<file path="src/rtl/tt_um_rte_envelope_pdm_if.sv">
`timescale 1ns/1ps
// tt_um_rte_envelope_pdm_if
//   Signal bundle between the sine synthesizer/keyboard side and the
//   envelope + PDM block.
//   master: drives sample_in, gate, retrig; observes the envelope outputs.
//   slave : the envelope block itself.
//   sample_in  [7:0] synthesizer sample, offset-binary, 128 = silence
//   gate             high while a note key is held
//   retrig           one-cycle pulse, restart envelope from 0
//   env_level  [7:0] current envelope amplitude
//   sample_out [7:0] enveloped sample, offset-binary
//   pdm_out          first-order delta-sigma bitstream
//   busy             envelope not idle
interface tt_um_rte_envelope_pdm_if;
  logic [7:0] sample_in;
  logic       gate;
  logic       retrig;
  logic [7:0] env_level;
  logic [7:0] sample_out;
  logic       pdm_out;
  logic       busy;

  modport master (
    output sample_in, gate, retrig,
    input  env_level, sample_out, pdm_out, busy
  );

  modport slave (
    input  sample_in, gate, retrig,
    output env_level, sample_out, pdm_out, busy
  );
endinterface

</file>
<file path="src/rtl/tt_um_rte_envelope_pdm.sv">
`timescale 1ns/1ps
// tt_um_rte_envelope_pdm
//   Attack/sustain/release amplitude envelope applied to an 8-bit
//   offset-binary audio sample, followed by a first-order delta-sigma
//   modulator so a single pin plus an RC filter can carry the audio.
//   Ports:
//     clk    system clock
//     rst_n  asynchronous active-low reset
//     bus    slave side of tt_um_rte_envelope_pdm_if (sample_in, gate,
//            retrig in; env_level, sample_out, pdm_out, busy out)
//   Parameters:
//     ATTACK_DIV   clocks per +1 envelope step while attacking (>=2)
//     RELEASE_DIV  clocks per -1 envelope step while releasing (>=2)
//
//   state      | meaning
//   -----------+-------------------------------------------------------
//   ST_IDLE    | silent, env held at 0, waiting for gate
//   ST_ATTACK  | env ramps up one step per ATTACK_DIV clocks
//   ST_SUSTAIN | env held at 255 while gate stays high
//   ST_RELEASE | env ramps down one step per RELEASE_DIV clocks
module tt_um_rte_envelope_pdm #(
  parameter int ATTACK_DIV  = 512,
  parameter int RELEASE_DIV = 1024
) (
  input  logic                           clk,
  input  logic                           rst_n,
  tt_um_rte_envelope_pdm_if.slave        bus
);

  localparam int DIV_MAX = (ATTACK_DIV > RELEASE_DIV) ? ATTACK_DIV : RELEASE_DIV;
  localparam int PW      = $clog2(DIV_MAX);

  typedef enum logic [1:0] {
    ST_IDLE,
    ST_ATTACK,
    ST_SUSTAIN,
    ST_RELEASE
  } state_t;

  state_t          state, state_nxt;
  logic [7:0]      env_level, env_nxt;
  logic [PW-1:0]   presc, presc_nxt;
  logic            busy_q;
  logic [7:0]      sample_out_q;
  logic [7:0]      pdm_acc;
  logic            pdm_q;

  logic            tick_attack;
  logic            tick_release;

  assign tick_attack  = (presc == PW'(ATTACK_DIV - 1));
  assign tick_release = (presc == PW'(RELEASE_DIV - 1));

  // ---------------------------------------------------------------------
  // Envelope FSM
  // ---------------------------------------------------------------------
  always_ff @(posedge clk or negedge rst_n) begin
    if (!rst_n) begin
      state     <= ST_IDLE;
      env_level <= 8'd0;
      presc     <= '0;
      busy_q    <= 1'b0;
    end else begin
      state     <= state_nxt;
      env_level <= env_nxt;
      presc     <= presc_nxt;
      busy_q    <= (state_nxt != ST_IDLE);
    end
  end

  // presc_nxt defaults to 0, so every state change and every tick clears
  // the prescaler; only the "still counting" branches advance it.
  always_comb begin
    state_nxt = state;
    env_nxt   = env_level;
    presc_nxt = '0;

    if (bus.retrig && bus.gate) begin
      state_nxt = ST_ATTACK;
      env_nxt   = 8'd0;
    end else begin
      case (state)
        ST_IDLE: begin
          env_nxt = 8'd0;
          if (bus.gate) state_nxt = ST_ATTACK;
        end

        ST_ATTACK: begin
          if (!bus.gate) begin
            state_nxt = ST_RELEASE;
          end else if (env_level == 8'hFF) begin
            // resumed from a release that had not yet left full scale
            state_nxt = ST_SUSTAIN;
          end else if (tick_attack) begin
            env_nxt = env_level + 8'd1;
            if (env_level == 8'hFE) state_nxt = ST_SUSTAIN;
          end else begin
            presc_nxt = presc + PW'(1);
          end
        end

        ST_SUSTAIN: begin
          env_nxt = 8'hFF;
          if (!bus.gate) state_nxt = ST_RELEASE;
        end

        ST_RELEASE: begin
          if (bus.gate) begin
            state_nxt = ST_ATTACK;
          end else if (env_level == 8'd0) begin
            // gate dropped while an attack was still at zero
            state_nxt = ST_IDLE;
          end else if (tick_release) begin
            env_nxt = env_level - 8'd1;
            if (env_level == 8'd1) state_nxt = ST_IDLE;
          end else begin
            presc_nxt = presc + PW'(1);
          end
        end

        default: begin
          state_nxt = ST_IDLE;
          env_nxt   = 8'd0;
        end
      endcase
    end
  end

  // ---------------------------------------------------------------------
  // Amplitude scaling: centre the sample, multiply by env, floor-divide by
  // 256 and re-bias. |s*env| <= 32640 so a 16-bit signed product is exact;
  // prod[15:8] is the arithmetic >>>8, and adding 128 to that 8-bit signed
  // value is just an MSB flip.
  // ---------------------------------------------------------------------
  logic signed [8:0]  s_centered;
  logic signed [15:0] prod;
  logic [7:0]         sample_nxt;
  logic               unused_prod_lsbs;

  assign s_centered       = $signed({1'b0, bus.sample_in}) - 9'sd128;
  assign prod             = 16'(s_centered) * $signed(16'({1'b0, env_level}));
  assign sample_nxt       = {~prod[15], prod[14:8]};
  assign unused_prod_lsbs = ^prod[7:0];

  always_ff @(posedge clk or negedge rst_n) begin
    if (!rst_n) begin
      sample_out_q <= 8'd128;
    end else begin
      sample_out_q <= sample_nxt;
    end
  end

  // ---------------------------------------------------------------------
  // First-order delta-sigma: carry out of the 8-bit accumulator is the bit.
  // ---------------------------------------------------------------------
  logic [8:0] pdm_sum;

  assign pdm_sum = {1'b0, pdm_acc} + {1'b0, sample_out_q};

  always_ff @(posedge clk or negedge rst_n) begin
    if (!rst_n) begin
      pdm_acc <= 8'd0;
      pdm_q   <= 1'b0;
    end else begin
      pdm_acc <= pdm_sum[7:0];
      pdm_q   <= pdm_sum[8];
    end
  end

  assign bus.env_level  = env_level;
  assign bus.sample_out = sample_out_q;
  assign bus.pdm_out    = pdm_q;
  assign bus.busy       = busy_q;

endmodule
</file>
<file path="src/flat_wrapper.sv">
// flat-port wrapper written by rule: the top's interface ports become plain ports
module tt_um_rte_envelope_pdm_flat 
#(
  parameter int ATTACK_DIV  = 512,
  parameter int RELEASE_DIV = 1024
)
  (clk, rst_n, bus_sample_in, bus_gate, bus_retrig, bus_env_level, bus_sample_out, bus_pdm_out, bus_busy);
  tt_um_rte_envelope_pdm_if bus_i ();
  input  logic clk;
  input  logic rst_n;
  input wire logic [$bits(bus_i.sample_in)-1:0] bus_sample_in;
  input wire logic [$bits(bus_i.gate)-1:0] bus_gate;
  input wire logic [$bits(bus_i.retrig)-1:0] bus_retrig;
  output wire logic [$bits(bus_i.env_level)-1:0] bus_env_level;
  output wire logic [$bits(bus_i.sample_out)-1:0] bus_sample_out;
  output wire logic [$bits(bus_i.pdm_out)-1:0] bus_pdm_out;
  output wire logic [$bits(bus_i.busy)-1:0] bus_busy;
  assign bus_i.sample_in = bus_sample_in;
  assign bus_i.gate = bus_gate;
  assign bus_i.retrig = bus_retrig;
  assign bus_env_level = bus_i.env_level;
  assign bus_sample_out = bus_i.sample_out;
  assign bus_pdm_out = bus_i.pdm_out;
  assign bus_busy = bus_i.busy;
  tt_um_rte_envelope_pdm #(.ATTACK_DIV(ATTACK_DIV), .RELEASE_DIV(RELEASE_DIV)) u_core (.clk(clk), .rst_n(rst_n), .bus(bus_i));
endmodule
</file>
<file path="config.mk">
export PLATFORM = sky130hd
export DESIGN_NAME = tt_um_rte_envelope_pdm_flat
export DESIGN_NICKNAME = d
export VERILOG_FILES = /design/src/rtl/tt_um_rte_envelope_pdm_if.sv /design/src/rtl/tt_um_rte_envelope_pdm.sv /design/src/flat_wrapper.sv
export SDC_FILE = /design/constraint.sdc
export NUM_CORES = 1
export LEC_CHECK = 0
export CORE_ASPECT_RATIO = 0.9
export CORE_MARGIN = 5
export CORE_UTILIZATION = 50
export DETAILED_ROUTE_END_ITERATION = 12
export PLACE_DENSITY = 0.78
export REMOVE_ABC_BUFFERS = 1
export SLEW_MARGIN = 20
export SYNTH_ARGS = -nofsm -noshare
export SYNTH_HDL_FRONTEND = slang
export SYNTH_SLANG_ARGS = --single-unit
</file>
<file path="constraint.sdc">
create_clock -name clk -period 5.1 [get_ports clk]
set_clock_uncertainty 0.1 [all_clocks]
set_input_delay 1.02 -clock clk [delete_from_list [all_inputs] [get_ports clk]]
set_output_delay 1.02 -clock clk [all_outputs]
set_load 0.05 [all_outputs]
</file>
Word level (Yosys, flattened, before mapping)
Cells that the tools add are included.
{ "totals": {"mem_bits_ro": 0, "input_bits": 12, "mem_count": 0, "wordCells": 61, "reg_bits": 38, "ramBits": 0, "latchBits": 0, "out_inout_bits": 18} }
{ "op_classes": {"div_mod_pow": 0, "n_mux": 28, "bitwise_logic": 1, "magnitude_cmp": 0, "mul": 1, "n_eq_ne": 14, "n_reduce_logical": 5, "n_shift": 0, "add_sub_neg": 5} }
{ "op_table": {"columns": ["cell", "n"], "rows": [
  ["$mux W10", 7],
  ["$mux W8", 7],
  ["$pmux W8 S4", 1],
  ["$mux W2", 11],
  ["$pmux W10 S2", 1],
  ["$eq A8 B8 Y1 const B", 2],
  ["$mul A9 B9 Y16", 1],
  ["$ne A3 B2 Y1 const B", 4],
  ["$add A10 B1 Y10 const B", 1],
  ["$eq A10 B10 Y1 const B", 1],
  ["$eq A10 B9 Y1 const B", 1],
  ["$add A8 B8 Y9", 1],
  ["$sub A8 B8 Y9 const B", 1],
  ["$add A8 B1 Y8 const B", 1],
  ["$eq A8 B1 Y1 const B", 1],
  ["$logic_not A8 Y1", 1],
  ["$pmux W2 S4", 1],
  ["$sub A8 B1 Y8 const B", 1],
  ["$ne A3 B1 Y1 const B", 2],
  ["$reduce_and A6 Y1", 1],
  ["$eq A2 B2 Y1 const B", 2],
  ["$eq A2 B1 Y1 const B", 1],
  ["$logic_not A2 Y1", 1],
  ["$reduce_bool A2 Y1", 1],
  ["other kinds (2)", 2]
]} }

Logic depth before layout (Yosys ltp)
{ "depth": {"depth_word": 8, "mapped_depth": 18, "depth_no_buf": 17} }

Worst setup path before layout
Ideal clock, no wire load.
{ "synth_path": {"path_type": "input to register", "start": "input port bus_sample_in[7]", "end": "register u_core.sample_out_q[7] (netlist: u_core.bus.sample_out[7])", "t_arrival_ns": 5.014, "path_slack_ns": -0.090, "n_path_buf": 0, "required_time_ns": 4.925, "setup_time_ns": 0.075, "path_stages": 16, "cell_sequence": "nor2_1 -> inv_1 -> fa_1 -> fa_1 -> inv_1 -> fa_1 -> inv_1 -> fa_1 -> inv_1 -> ha_1 -> a21o_1 -> a2111o_1 -> a21oi_1 -> o31ai_1 -> a21oi_1 -> xnor2_1"} }
{ "synth_between": {"elab_chain_len": 3} }
{ "synth_rtl": {"columns": ["item", "line_no", "source"], "rows": [
  ["from (decl)", "flat_wrapper.sv:11", "input wire logic [$bits(bus_i.sample_in)-1:0] bus_sample_in;"],
  ["$sub A8 B8 Y9", "tt_um_rte_envelope_pdm.sv:140", "assign s_centered = $signed({1'b0, bus.sample_in}) - 9'sd128;"],
  ["$mul A9 B9 Y16", "tt_um_rte_envelope_pdm.sv:141", "assign prod = 16'(s_centered) * $signed(16'({1'b0, env_level}));"],
  ["$not A1 Y1", "tt_um_rte_envelope_pdm.sv:142", "assign sample_nxt = {~prod[15], prod[14:8]};"],
  ["named net u_core.sample_nxt[7]", "tt_um_rte_envelope_pdm.sv:137", "logic [7:0] sample_nxt;"],
  ["to (signal assigned)", "tt_um_rte_envelope_pdm.sv:149", "sample_out_q <= sample_nxt;"],
  ["to (decl)", "tt_um_rte_envelope_pdm.sv:44", "logic [7:0] sample_out_q;"]
]} }
The timed path passes the listed nets, and every way through them passes these cells.
A chain may end at the register's enable or synchronous reset.

Worst setup path in the final report
{ "layout_path": {"start": "input port bus_sample_in[4]", "end": "register u_core.sample_out_q[7] (netlist: u_core.bus.sample_out[7])"} }
The elaborated chain is that of the path after synthesis.

==> summary.txt <==
GRT
----------------------------------------------------------------------------------------
Global-route usage over all layers                                                 0.188
Antenna violations before repair                                                       0
Wire length of the first global-routing pass                                    16600 µm
Maximum number of pins on one net before global-route repair                          39
Remaining global-route overflow                                                        0
Via count of the first global-routing pass                                          3648

POWER
----------------------------------------------------------------------------------------
Cell-internal power                                                              1710 µW
Net Switching                                                                    1740 µW
Power share of the clock group                                                     0.067
Portion of total power attributed to combinational logic                           0.766
Leakage power                                                                 0.00260 µW
Share of total power consumed by net switching                                     0.505
IR Drop Worst-Case VDD                                                        0.000403 V
Proportion of power drawn by flip-flops and latches                                0.167
Power density relative to cell area                                           656 nW/µm²
Power Total                                                                      3450 µW

FLOORPLAN
----------------------------------------------------------------------------------------
Ports                                                                                 30
Die extent in x                                                                   110 µm
Total core area                                                                 8690 µm²
Count of standard-cell rows                                                           32
Die footprint                                                                  11000 µm²
Starting Density                                                                   0.518
Y dimension of the die                                                            100 µm

CELLS AND AREA
----------------------------------------------------------------------------------------
Post-layout instance count excluding filler cells                                    667
Most common library cell in the layout ignoring fill and taps               sky130_fd_sc_hd__inv_1
Leading cell types in the layout, fill and taps excluded                    90 x sky130_fd_sc_hd__inv_1, 48 x sky130_fd_sc_hd__fa_1, 42 x sky130_fd_sc_hd__nand2_1, 42 x sky130_fd_sc_hd__ha_1, 38 x sky130_fd_sc_hd__buf_4
Share of post-route cells with drive strength above 1                              0.133
Ant. Diodes                                                                            0
Number of nets at the end of the flow                                                651
Area delta synth->final                                                            16.8%

STA
----------------------------------------------------------------------------------------
Worst slew margin relative to its limit                                            0.386
Total count of max-transition violations in the final report                           0
Post-route worst hold slack                                                       376 ps
Maximum clock rate                                                               202 MHz
Setup violation total in the final timing report                                       0
Fraction of the cycle the final worst path needs                                   0.971
Total count of hold-check failures in the final report                                 0
Minimum clock period after layout                                                4950 ps
Worst Max-Slew Pin Slew                                                           921 ps
Worst setup slack after layout                                                    146 ps

DETAILED ROUTING
----------------------------------------------------------------------------------------
Detailed-router iteration count before antenna repair                                  5
Drt drc                                                                                0
Count of nets left with antenna violations after detail routing                        0
DRT Wirelength                                                                   9800 µm
Routed wire per std cell                                                         14.7 µm
Drt first-iter violations                                                            257
Vias post-DR                                                                        3576
Ratio of routed vias to standard cells                                              5.36

SYNTHESIS
----------------------------------------------------------------------------------------
Avg Inst Size Synth                                                             9.14 µm²
Main flop type after synthesis                                              sky130_fd_sc_hd__dfrtp_1
Post-synthesis register bit count                                                     38
Sequential fraction of the synthesis area                                          0.212
Number of standard cells after synthesis                                             492
Summed instance area of the synthesized netlist                                 4500 µm²
Ys async rst share                                                                  1.00
Number of synthesized flops with an enable pin                                         0
Number of unique standard cell types used by synthesis                                55
Number of warnings reported in the yosys synthesis log                                 0

SETUP PATH
----------------------------------------------------------------------------------------
CP max FO                                                                              7
Critical path destination                                                   u_core.bus.sample_out[7]
First element of the critical path                                          bus_sample_in[4]
Flop-to-flop setup slack                                                          520 ps
FF-to-FF End                                                                u_core.bus.sample_out[7]
Element type at the critical path end                                           register
Most frequent CP cell                                                       sky130_fd_sc_hd__fa_1
Worst setup path category                                                      in -> reg
Category of cells accounting for the largest share of critical-path delay    adder cells
Depth of the most critical reg-to-reg path                                            14
Number of buffers and inverters on the critical path                                   3
Startpoint of the worst register-to-register path                           u_core.bus.env_level[5]
Maximum single-stage delay on the critical path                                   570 ps
Crit path cell chain                                                        clkbuf_2, and2_1, fa_1, fa_1, fa_1, inv_1, fa_1, inv_1, ha_1, a21o_1, a2111o_1, a21oi_2, o31ai_2, a21oi_1, xnor2_1
Startpoint Class                                                              input port
Slowest stage cell, crit path                                               sky130_fd_sc_hd__fa_1
Number of stages on the worst setup path                                              15
CP Data Required Time                                                            5230 ps
Arrival @ worst endpoint                                                         5080 ps

CLOCK TREE
----------------------------------------------------------------------------------------
Total number of clock tree sinks                                                      38
CTS Buffer Depth                                                                       2
Number of clock buffers inserted by TritonCTS                                          5
Number of hold buffers added after CTS                                                 0
TritonCTS clock tree                                                                 yes
H-tree levels                                                                          2
Count of buffers added by post-CTS timing repair for setup                             0
Root Driver                                                                 sky130_fd_sc_hd__clkbuf_8
Clock-pin slew of the registers on the worst-case setup and hold paths             80 ps
Worst skew pair latency                                                           300 ps

PLACEMENT
----------------------------------------------------------------------------------------
Count of placed standard cells including taps                                        659
Port buffer count                                                                     29
Worst slack after detailed placement                                             -618 ps
Routability-driven placement congestion ratio                                      0.869
Half-perimeter wire length after placement                                       7590 µm

HOLD PATH
----------------------------------------------------------------------------------------
Classification of the worst-slack hold path                                   reg -> reg

STATUS
----------------------------------------------------------------------------------------
Run status                                                                  finished clean

FLOW RUN
----------------------------------------------------------------------------------------
Max-capacitance violation count                                                        0

[sequential cells by signal, summed over array words and instances, names as in the netlist]
name                   flops
u_core.bus.pdm_out         1
u_core.state               2
u_core.bus.env_level       8
u_core.bus.busy            1
u_core.presc              10
u_core.pdm_acc             8
u_core.bus.sample_out      8
[synth_stat cells (all sizes together) (4+ instances only)]
cell,count,share of area
nor4,4,0.0070
nand4,8,0.014
clkbuf,10,0.0083
nor2,28,0.023
a211oi,4,0.0067
inv,90,0.075
nor2b,6,0.0083
a31oi,5,0.010
nand2b,9,0.013
xnor2,21,0.041
buf,9,0.013
nand2,42,0.035
a21oi,20,0.023
ha,43,0.12
o21ai,11,0.012
nand3,11,0.015
xor2,12,0.023
and2,30,0.042
a21o,5,0.0083
fa,49,0.22
dfrtp,37,0.21
[timing repair]
item                       in CTS  in global routing
hold endpoints to repair        0                  0
pin swaps                       3                  7
setup endpoints to repair       7                  6
gates resized for setup         5                 16
[worst min-delay path by stage]
stage	cells after the start	startpoint	endpoint	slack [ps]
global route	1	u_core.pdm_acc[0]	u_core.pdm_acc[0]	380
detailed placement	1	u_core.pdm_acc[0]	u_core.pdm_acc[0]	360
global placement	1	u_core.pdm_acc[0]	u_core.pdm_acc[0]	350
finish	1	u_core.pdm_acc[0]	u_core.pdm_acc[0]	380
CTS	1	u_core.pdm_acc[0]	u_core.pdm_acc[0]	380
floorplan	1	u_core.pdm_acc[0]	u_core.pdm_acc[0]	340
[power groups by stage]
| stage | combinational, µW | clock (µW) | sequential, µW |
|---|---|---|---|
| floorplan | 1570 | 0 | 795 |
| global placement | 2450 | 0 | 573 |
| detailed placement | 2570 | 0 | 579 |
| CTS | 2600 | 235 | 573 |
| global route | 2970 | 249 | 595 |
| finish | 2640 | 231 | 577 |
[layout make-up]
class,count,area (µm²)
fillers,744,3430
clock buffers,6,82.6
well taps,119,149
multi-input cells,345,3150
flip-flops and latches,38,952
repair buffers,67,563
inverters,90,338
clock inverters,2,16.3
[stage by stage]
stage / area [µm²] / util / TNS [ps]
detailed placement: 5120 / 0.590 / -3300
floorplan: 4400 / - / -132
global placement: 5120 / 0.590 / -2710
finish: 5250 / 0.605 / 0
global route: 5250 / 0.605 / -15.4
CTS: 5220 / 0.601 / -68.8
[worst reg2reg max path, stage by stage (launching register included)]
cell and delay, ps:
sky130_fd_sc_hd__dfrtp_1 470, sky130_fd_sc_hd__and2_1 220, sky130_fd_sc_hd__fa_1 570, sky130_fd_sc_hd__fa_1 460, sky130_fd_sc_hd__fa_1 560, sky130_fd_sc_hd__inv_1 70, sky130_fd_sc_hd__fa_1 530, sky130_fd_sc_hd__inv_1 40
sky130_fd_sc_hd__ha_1 300, sky130_fd_sc_hd__a21o_1 200, sky130_fd_sc_hd__a2111o_1 420, sky130_fd_sc_hd__a21oi_2 160, sky130_fd_sc_hd__o31ai_2 110, sky130_fd_sc_hd__a21oi_1 180, sky130_fd_sc_hd__xnor2_1 130
[routing by layer]
layer | global-route usage | vias up | share of wire
met4 | 0.0537 | 0 | 0.013
met1 | 0.264 | 1742 | 0.43
met3 | 0.0257 | 10 | 0.074
li1 | - | 1687 | -
met2 | 0.302 | 137 | 0.48
met5 | 0 | - | 0
[cell families after synthesis]
family,share of synthesized area
xor gates and xnor gates,0.0643
adders and majority gates,0.338
DFF,0.212
AOI/OAI and AO/OA,0.114
and+or+nand+nor,0.177
buffers and inverters,0.0960
Power figures use the tool's default switching activity.
